[config.mk]
export PLATFORM = sky130hd
export DESIGN_NAME = rtc_alarm_core
export DESIGN_NICKNAME = d
export VERILOG_FILES = /design/src/rtl/rtc_alarm_pkg.sv /design/src/rtl/rtc_alarm_core_bcd_digit_counter.sv /design/src/rtl/rtc_alarm_core.sv
export SDC_FILE = /design/constraint.sdc
export NUM_CORES = 1
export LEC_CHECK = 0
export ABC_AREA = 1
export ABC_CLOCK_PERIOD_IN_PS = 9700
export CAP_MARGIN = 20
export CORE_MARGIN = 5
export CORE_UTILIZATION = 40
export CTS_CLUSTER_SIZE = 40
export DETAILED_ROUTE_END_ITERATION = 10
export SLEW_MARGIN = 20
export SYNTH_ARGS = -nofsm -noshare
export SYNTH_HDL_FRONTEND = slang
export SYNTH_HIERARCHICAL = 1
export SYNTH_SLANG_ARGS = --single-unit
[constraint.sdc]
create_clock -name clk -period 9.7 [get_ports clk]
set_input_delay 1.94 -clock clk [delete_from_list [all_inputs] [get_ports clk]]
set_output_delay 1.94 -clock clk [all_outputs]
set_load 0.05 [all_outputs]
[src/rtl/rtc_alarm_pkg.sv]
// Shared types, limits and BCD helpers for the RTC alarm core.
package rtc_alarm_pkg;

  typedef enum logic [1:0] {
    IDLE     = 2'd0,
    RINGING  = 2'd1,
    SNOOZING = 2'd2
  } alarm_state_t;

  typedef logic [3:0] bcd_digit_t;

  localparam int SEC_MAX    = 59;
  localparam int MIN_MAX    = 59;
  localparam int HOUR24_MAX = 23;
  localparam int HOUR12_MAX = 12;

  // Two-digit BCD encoding of a small constant (0..99).
  function automatic logic [7:0] to_bcd8(input int v);
    return {4'(v / 10), 4'(v % 10)};
  endfunction

  // Increment a two-digit BCD value; the caller handles wrap limits.
  function automatic logic [7:0] bcd_inc(input logic [7:0] v);
    if (v[3:0] == 4'd9) return {v[7:4] + 4'd1, 4'd0};
    return {v[7:4], v[3:0] + 4'd1};
  endfunction

  // A time/alarm load is accepted only if every digit is decimal, minutes
  // are below 60 and hours fall in the range of the selected mode.
  function automatic logic load_valid(input logic [7:0] hh, input logic [7:0] mm,
                                      input bit mode_12h);
    int hv;
    hv = 10 * int'(hh[7:4]) + int'(hh[3:0]);
    if (hh[7:4] > 4'd9 || hh[3:0] > 4'd9 || mm[3:0] > 4'd9 ||
        mm[7:4] > 4'(MIN_MAX / 10)) return 1'b0;
    if (mode_12h) return (hv >= 1) && (hv <= HOUR12_MAX);
    return hv <= HOUR24_MAX;
  endfunction

endpackage

[src/rtl/rtc_alarm_core_bcd_digit_counter.sv]
// One BCD digit with enable, load, programmable wrap value and carry out.
module bcd_digit_counter
  import rtc_alarm_pkg::*;
(
  input  logic       clk,
  input  logic       reset,
  input  logic       en,
  input  logic       load,
  input  bcd_digit_t load_val,
  input  bcd_digit_t max_val,
  output bcd_digit_t digit,
  output bcd_digit_t digit_nxt,
  output logic       carry
);

  // Next digit value: load wins over counting; wrap to zero past max_val.
  always_comb begin
    // NOTE: every output of a combinational block gets a default first, so no path leaves it unassigned and infers a latch.
    digit_nxt = digit;
    carry     = en && !load && (digit == max_val);
    if (load)       digit_nxt = load_val;
    else if (carry) digit_nxt = 4'd0;
    else if (en)    digit_nxt = digit + 4'd1;
  end

  // Digit register.
  always_ff @(posedge clk) begin
    // NOTE: state registers use non-blocking assignments so every flop samples pre-edge values.
    if (reset) digit <= 4'd0;
    else       digit <= digit_nxt;
  end

endmodule

[src/rtl/rtc_alarm_core.sv]
// BCD time-of-day core with alarm, bounded ringing and optional snooze.
// Optional feature macro: ALARM_SNOOZE_EN (snooze state and counter).
module rtc_alarm_core
  import rtc_alarm_pkg::*;
#(
  parameter bit MODE_12H   = 1'b0,
  parameter int RING_SEC   = 60,
  parameter int SNOOZE_MIN = 5
) (
  input  logic       clk,
  input  logic       reset,
  input  logic       tick,
  input  logic       run,
  input  logic       set_time,
  input  logic       set_alarm,
  input  logic [7:0] set_hh,
  input  logic [7:0] set_mm,
  input  logic       set_pm,
  input  logic       alarm_arm,
  input  logic       alarm_off,
  input  logic       snooze,
  output logic [7:0] hh_bcd,
  output logic [7:0] mm_bcd,
  output logic [7:0] ss_bcd,
  output logic       pm,
  output logic       alarm_out,
  output logic       day_carry,
  output logic       set_err
);

  localparam logic [7:0] HH_RESET  = MODE_12H ? to_bcd8(HOUR12_MAX) : 8'h00;
  localparam logic [7:0] RING_LAST = 8'(RING_SEC - 1);

  logic       load_ok, do_time, do_alarm, adv;
  logic       ss_u_c, ss_c, mm_u_c, hr_en, match;
  logic [7:0] mm_nxt, unused_ss_nxt;
  logic [7:0] hh_q, hh_nxt, al_hh, al_mm;
  logic       pm_q, pm_nxt, al_pm, day_nxt;

  alarm_state_t state, state_nxt;
  logic [7:0]   ring_cnt, ring_cnt_nxt;

  assign load_ok  = load_valid(set_hh, set_mm, MODE_12H);
  assign do_time  = set_time && load_ok;
  assign do_alarm = set_alarm && load_ok;
  // Any set_time pulse swallows a coincident tick.
  assign adv      = tick && run && !set_time;

  bcd_digit_counter u_ss_u (.clk, .reset, .en(adv), .load(set_time && load_ok),
    .load_val(4'd0), .max_val(4'd9), .digit(ss_bcd[3:0]),
    .digit_nxt(unused_ss_nxt[3:0]), .carry(ss_u_c));
  bcd_digit_counter u_ss_t (.clk, .reset, .en(ss_u_c), .load(do_time),
    .load_val(4'd0), .max_val(4'(SEC_MAX / 10)), .digit(ss_bcd[7:4]),
    .digit_nxt(unused_ss_nxt[7:4]), .carry(ss_c));
  bcd_digit_counter u_mm_u (.clk, .reset, .en(ss_c), .load(do_time),
    .load_val(set_mm[3:0]), .max_val(4'd9), .digit(mm_bcd[3:0]),
    .digit_nxt(mm_nxt[3:0]), .carry(mm_u_c));
  bcd_digit_counter u_mm_t (.clk, .reset, .en(mm_u_c), .load(do_time),
    .load_val(set_mm[7:4]), .max_val(4'(MIN_MAX / 10)), .digit(mm_bcd[7:4]),
    .digit_nxt(mm_nxt[7:4]), .carry(hr_en));

  // Hours and AM/PM: load, or advance on minute carry with mode-specific wrap.
  always_comb begin
    hh_nxt  = hh_q;
    pm_nxt  = pm_q;
    day_nxt = 1'b0;
    if (do_time) begin
      hh_nxt = set_hh;
      pm_nxt = MODE_12H ? set_pm : 1'b0;
    end else if (hr_en) begin
      if (!MODE_12H) begin
        if (hh_q == to_bcd8(HOUR24_MAX)) begin
          hh_nxt  = 8'h00;
          day_nxt = 1'b1;
        end else begin
          hh_nxt = bcd_inc(hh_q);
        end
      end else if (hh_q == to_bcd8(HOUR12_MAX)) begin
        hh_nxt = 8'h01;
      end else begin
        hh_nxt = bcd_inc(hh_q);
        if (hh_q == to_bcd8(HOUR12_MAX - 1)) begin
          pm_nxt  = !pm_q;
          day_nxt = pm_q;
        end
      end
    end
  end

  // A match only exists when a tick rolls the seconds over to 00.
  assign match = adv && ss_c && alarm_arm && (hh_nxt == al_hh) &&
                 (mm_nxt == al_mm) && (pm_nxt == al_pm);

`ifdef ALARM_SNOOZE_EN
  localparam logic [11:0] SNZ_LOAD = 12'(SNOOZE_MIN * 60);
  logic [11:0] snz_cnt, snz_cnt_nxt;
`else
  localparam int unused_snooze_min = SNOOZE_MIN;
  logic unused_snooze;
  assign unused_snooze = snooze;
`endif

  // Alarm FSM: cancel requests first, then snooze, then tick-driven timeouts.
  always_comb begin
    state_nxt    = state;
    ring_cnt_nxt = ring_cnt;
`ifdef ALARM_SNOOZE_EN
    snz_cnt_nxt  = snz_cnt;
`endif
    case (state)
      IDLE: if (match) begin
        state_nxt    = RINGING;
        ring_cnt_nxt = 8'd0;
      end
      RINGING: begin
        if (alarm_off || !alarm_arm || do_alarm) state_nxt = IDLE;
`ifdef ALARM_SNOOZE_EN
        else if (snooze) begin
          state_nxt   = SNOOZING;
          snz_cnt_nxt = SNZ_LOAD;
        end
`endif
        else if (tick) begin
          if (ring_cnt == RING_LAST) state_nxt = IDLE;
          else                       ring_cnt_nxt = ring_cnt + 8'd1;
        end
      end
`ifdef ALARM_SNOOZE_EN
      SNOOZING: begin
        if (alarm_off || !alarm_arm || do_alarm) state_nxt = IDLE;
        else if (tick) begin
          if (snz_cnt == 12'd1) begin
            state_nxt    = RINGING;
            ring_cnt_nxt = 8'd0;
          end else begin
            snz_cnt_nxt = snz_cnt - 12'd1;
          end
        end
      end
`endif
      default: state_nxt = IDLE;
    endcase
  end

  // Time, alarm setting, FSM and pulse outputs.
  always_ff @(posedge clk) begin
    if (reset) begin
      hh_q      <= HH_RESET;
      pm_q      <= 1'b0;
      al_hh     <= HH_RESET;
      al_mm     <= 8'h00;
      al_pm     <= 1'b0;
      state     <= IDLE;
      ring_cnt  <= 8'd0;
      alarm_out <= 1'b0;
      day_carry <= 1'b0;
      set_err   <= 1'b0;
`ifdef ALARM_SNOOZE_EN
      snz_cnt   <= 12'd0;
`endif
    end else begin
      hh_q      <= hh_nxt;
      pm_q      <= pm_nxt;
      if (do_alarm) begin
        al_hh <= set_hh;
        al_mm <= set_mm;
        al_pm <= MODE_12H ? set_pm : 1'b0;
      end
      state     <= state_nxt;
      ring_cnt  <= ring_cnt_nxt;
      alarm_out <= (state_nxt == RINGING);
      day_carry <= day_nxt;
      set_err   <= (set_time || set_alarm) && !load_ok;
`ifdef ALARM_SNOOZE_EN
      snz_cnt   <= snz_cnt_nxt;
`endif
    end
  end

  assign hh_bcd = hh_q;
  assign pm     = pm_q;

endmodule
==> impl_metrics.yaml <==
global_route:
  grt_pass1_vias: 3319
  grt_max_degree: 44
  grt_first_pass_wirelength_mm: 15.0
  grtUsageTotal_pct: 15.4
  global_route.overflow_total: 0
  initial_antenna_violation_count: 0
power:
  clock_power_share_pct: 33.2
  power.share.switching_pct: 28.0
  power.combinational.fraction_pct: 17.1
  vdd_drop_max_uv: 57.3
  p_leak_nw: 2.13
  p_int_mw: 0.330
  total_power_after_layout_mw: 0.459
  p_seq_share_pct: 49.7
  switchingPower_mw: 0.129
  power_density_mw_per_mm2: 97.9
logic_synthesis:
  synth.cell_area_sq_mm: 0.00385
  yosys_warnings: 6
  postSynthCellCount: 569
  synth_area_per_cell_sq_um: 6.76
timing:
  setup_violations: 0
  final_period_minus_worst_setup_slack_ns: 8.36
  worst_pin_slew_ns: 0.887
  hold_viol_final: 0
  max-slew-margin-rel_pct: 40.7
  fin_crit_sh_pct: 86.2
  maxSlewViolCount: 0
  clock_skew_ns: 0.00808
  finalSetupTns_ns: 0
  fmax_ghz: 0.120
  grt_setup_unrepaired: "no"
critical_path:
  max_incr_delay_on_cp_ns: 0.61
  critical_path_class: "in -> reg"
  timing.critical_path.slowest_stage_cell: "sky130_fd_sc_hd__clkdlybuf4s50_1"
  worstPathMaxFanout: 15
  critPathMostFrequentCell: "sky130_fd_sc_hd__nand2_1"
  r2r-start: "u_ss_u/digit[0]$_SDFF_PP0_"
  timing.critical_path.from_type: "input port"
  worst-r2r-setup-slack_ns: 5.00
  worst-endpoint-arrival_ns: 8.55
  cells_on_worst_reg2reg_path: 40
  timing.critical_path.required_ns: 9.89
  reg2reg_to: "ring_cnt[1]$_SDFFE_PP0P_"
  cp-end-kind: "flip-flop"
cts:
  cts_tree: "done"
  cts.sink_count: 54
  cts_buffers: 5
  clock_path_buffers: 2
  cts-resized-gates: 0
  post_cts_buffers: 0
  cts-root-buf: "sky130_fd_sc_hd__clkbuf_8"
  cts.hold.buffers_added: 0
  path_clk_slew_ns: 0.10
  cts-htree-levels: 2
  latest_clock_arrival_within_the_worst_skew_pair_ns: 0.31
route:
  firstDrtPassIters: 4
  detail_route.wl_per_cell_um: 11.3
  drt.antenna.violating_nets: 0
  drt_iter0_markers: 196
  post_drt_via_cell_ratio: 4.64
  drc: 0
  drt_total_wl_mm: 8.84
  number_of_vias_after_detailed_routing: 3637
placement:
  routabilityCongestion: 0.821
  hpwlAfterDp_mm: 6.74
  numPlacedInstances: 775
  io_buffers: 51
min_path:
  worst_hold_startpoint: "al_mm[7]$_SDFFE_PP0P_"
  worstHoldPathType: "reg -> reg"
  worstHoldEndpoint: "al_mm[7]$_SDFFE_PP0P_"
  worst_hold_path.num_cells: 2
floorplanning:
  dieArea_sq_mm: 0.0117
  placeable_area_sq_mm: 0.00933
  initial_utilization_pct: 41.2
  num_rows: 35
  die_height_um: 108
  die_w_um: 108
  pin_count: 54
layout:
  n_fill_cell: 965
  syn_to_final_growth_pct: 21.8
  drive_above_1_share_pct: 12.8
  antennaDiodeCount: 0
  fin_cells: 783
  layout.nets: 697
flow_run:
  drv_cap: 0
status:
  status: "completed"
## worst max path at each step
stage	startpoint	to	slack (ns)	cells past startpoint
4_1_cts	set_hh[5]	ring_cnt[1]$_SDFFE_PP0P_	1.31	52
5_1_grt	set_hh[5]	ring_cnt[2]$_SDFFE_PP0P_	0.63	51
3_5_place_dp	set_hh[5]	ring_cnt[1]$_SDFFE_PP0P_	1.00	52
6_report	set_hh[5]	ring_cnt[1]$_SDFFE_PP0P_	1.34	52
3_3_place_gp	set_hh[5]	ring_cnt[1]$_SDFFE_PP0P_	1.11	52
2_1_floorplan	set_hh[5]	ring_cnt[1]$_SDFFE_PP0P_	2.37	54
## layer usage
| metal | part of all wire [%] | up-vias | GRT usage [%] |
|---|---|---|---|
| met4 | 0.53 | 0 | 2.43 |
| met2 | 47 | 46 | 27.0 |
| met5 | 0 | - | 0 |
| li1 | - | 1953 | - |
| met3 | 3.4 | 5 | 2.57 |
| met1 | 49 | 1633 | 20.3 |
## sequential cells by signal, summed over array words and instances (netlist names)
name          flops
ring_cnt          8
state             2
hh_bcd            8
alarm_out         1
set_err           1
al_mm             8
day_carry         1
u_mm_u/digit      4
pm                1
u_ss_t/digit      4
u_mm_t/digit      4
u_ss_u/digit      4
al_hh             8
## metrics by stage
| stage | util (%) | worst slack (ns) | cell area [sq um] | hold WS [ns] |
|---|---|---|---|---|
| after floorplan | - | 2.37 | 3990 | 0.431 |
| after CTS | 50.2 | 1.31 | 4690 | 0.469 |
| after detailed placement | 49.1 | 1.00 | 4580 | 0.451 |
| after global routing | 50.2 | 0.634 | 4690 | 0.498 |
| after global placement | 49.1 | 1.11 | 4580 | 0.441 |
| final | 50.2 | 1.34 | 4690 | 0.467 |
## power groups by stage
stage / sequential, mW / combinational (mW) / clock (mW)
3_5_place_dp: 0.233 / 0.0786 / 0
2_1_floorplan: 0.240 / 0.0450 / 0
4_1_cts: 0.228 / 0.0790 / 0.158
5_1_grt: 0.229 / 0.0886 / 0.167
3_3_place_gp: 0.233 / 0.0771 / 0
6_report: 0.228 / 0.0785 / 0.152
## cell usage in the layout, fill, tap and decap left out, types with 2 or more instances in the layout
| cell | count |
|---|---|
| sky130_fd_sc_hd__a211oi_1 | 5 |
| sky130_fd_sc_hd__a21oi_1 | 44 |
| sky130_fd_sc_hd__a21oi_2 | 6 |
| sky130_fd_sc_hd__buf_4 | 2 |
| sky130_fd_sc_hd__clkbuf_8 | 5 |
| sky130_fd_sc_hd__clkdlybuf4s50_1 | 51 |
| sky130_fd_sc_hd__clkinv_2 | 2 |
| sky130_fd_sc_hd__conb_1 | 41 |
| sky130_fd_sc_hd__dfxtp_1 | 54 |
| sky130_fd_sc_hd__fa_1 | 2 |
| sky130_fd_sc_hd__ha_1 | 16 |
| sky130_fd_sc_hd__inv_1 | 74 |
| sky130_fd_sc_hd__inv_2 | 4 |
| sky130_fd_sc_hd__nand2_1 | 142 |
| sky130_fd_sc_hd__nand2_2 | 21 |
| sky130_fd_sc_hd__nand2_4 | 4 |
| sky130_fd_sc_hd__nand3_1 | 36 |
| sky130_fd_sc_hd__nand3_2 | 2 |
| sky130_fd_sc_hd__nand4_1 | 14 |
| sky130_fd_sc_hd__nor2_1 | 38 |
| sky130_fd_sc_hd__nor2_2 | 14 |
| sky130_fd_sc_hd__nor2_4 | 8 |
| sky130_fd_sc_hd__nor3_1 | 8 |
| sky130_fd_sc_hd__nor3b_1 | 2 |
| sky130_fd_sc_hd__nor4_1 | 3 |
| sky130_fd_sc_hd__o21ai_0 | 15 |
| sky130_fd_sc_hd__o21ai_1 | 4 |
| sky130_fd_sc_hd__o21ai_2 | 10 |
| sky130_fd_sc_hd__xnor2_1 | 4 |
| sky130_fd_sc_hd__xor2_1 | 12 |
## cell type report
cell class / instances / area (sq um) / share of cell area (%)
Sequential cell: 54 / 1080 / 23.1
Multi-Input combinational cell: 461 / 2520 / 53.7
Timing Repair Buffer: 53 / 526 / 11.2
Inverter: 78 / 293 / 6.25
Tap cell: 129 / 161 / 3.44
Clock buffer: 5 / 68.8 / 1.47
Clock inverter: 3 / 40.0 / 0.854
## worst max-delay path: cells and delay by family
kind / cells / cell delay (ns)
buffers and inverters: 12 / 1.86
adders and majority gates: 3 / 1.04
and+or+nand+nor: 31 / 3.20
AOI/OAI and AO/OA: 5 / 0.35
xor gates and xnor gates: 1 / 0.14
Note: power is estimated with default switching activity, not from simulation.
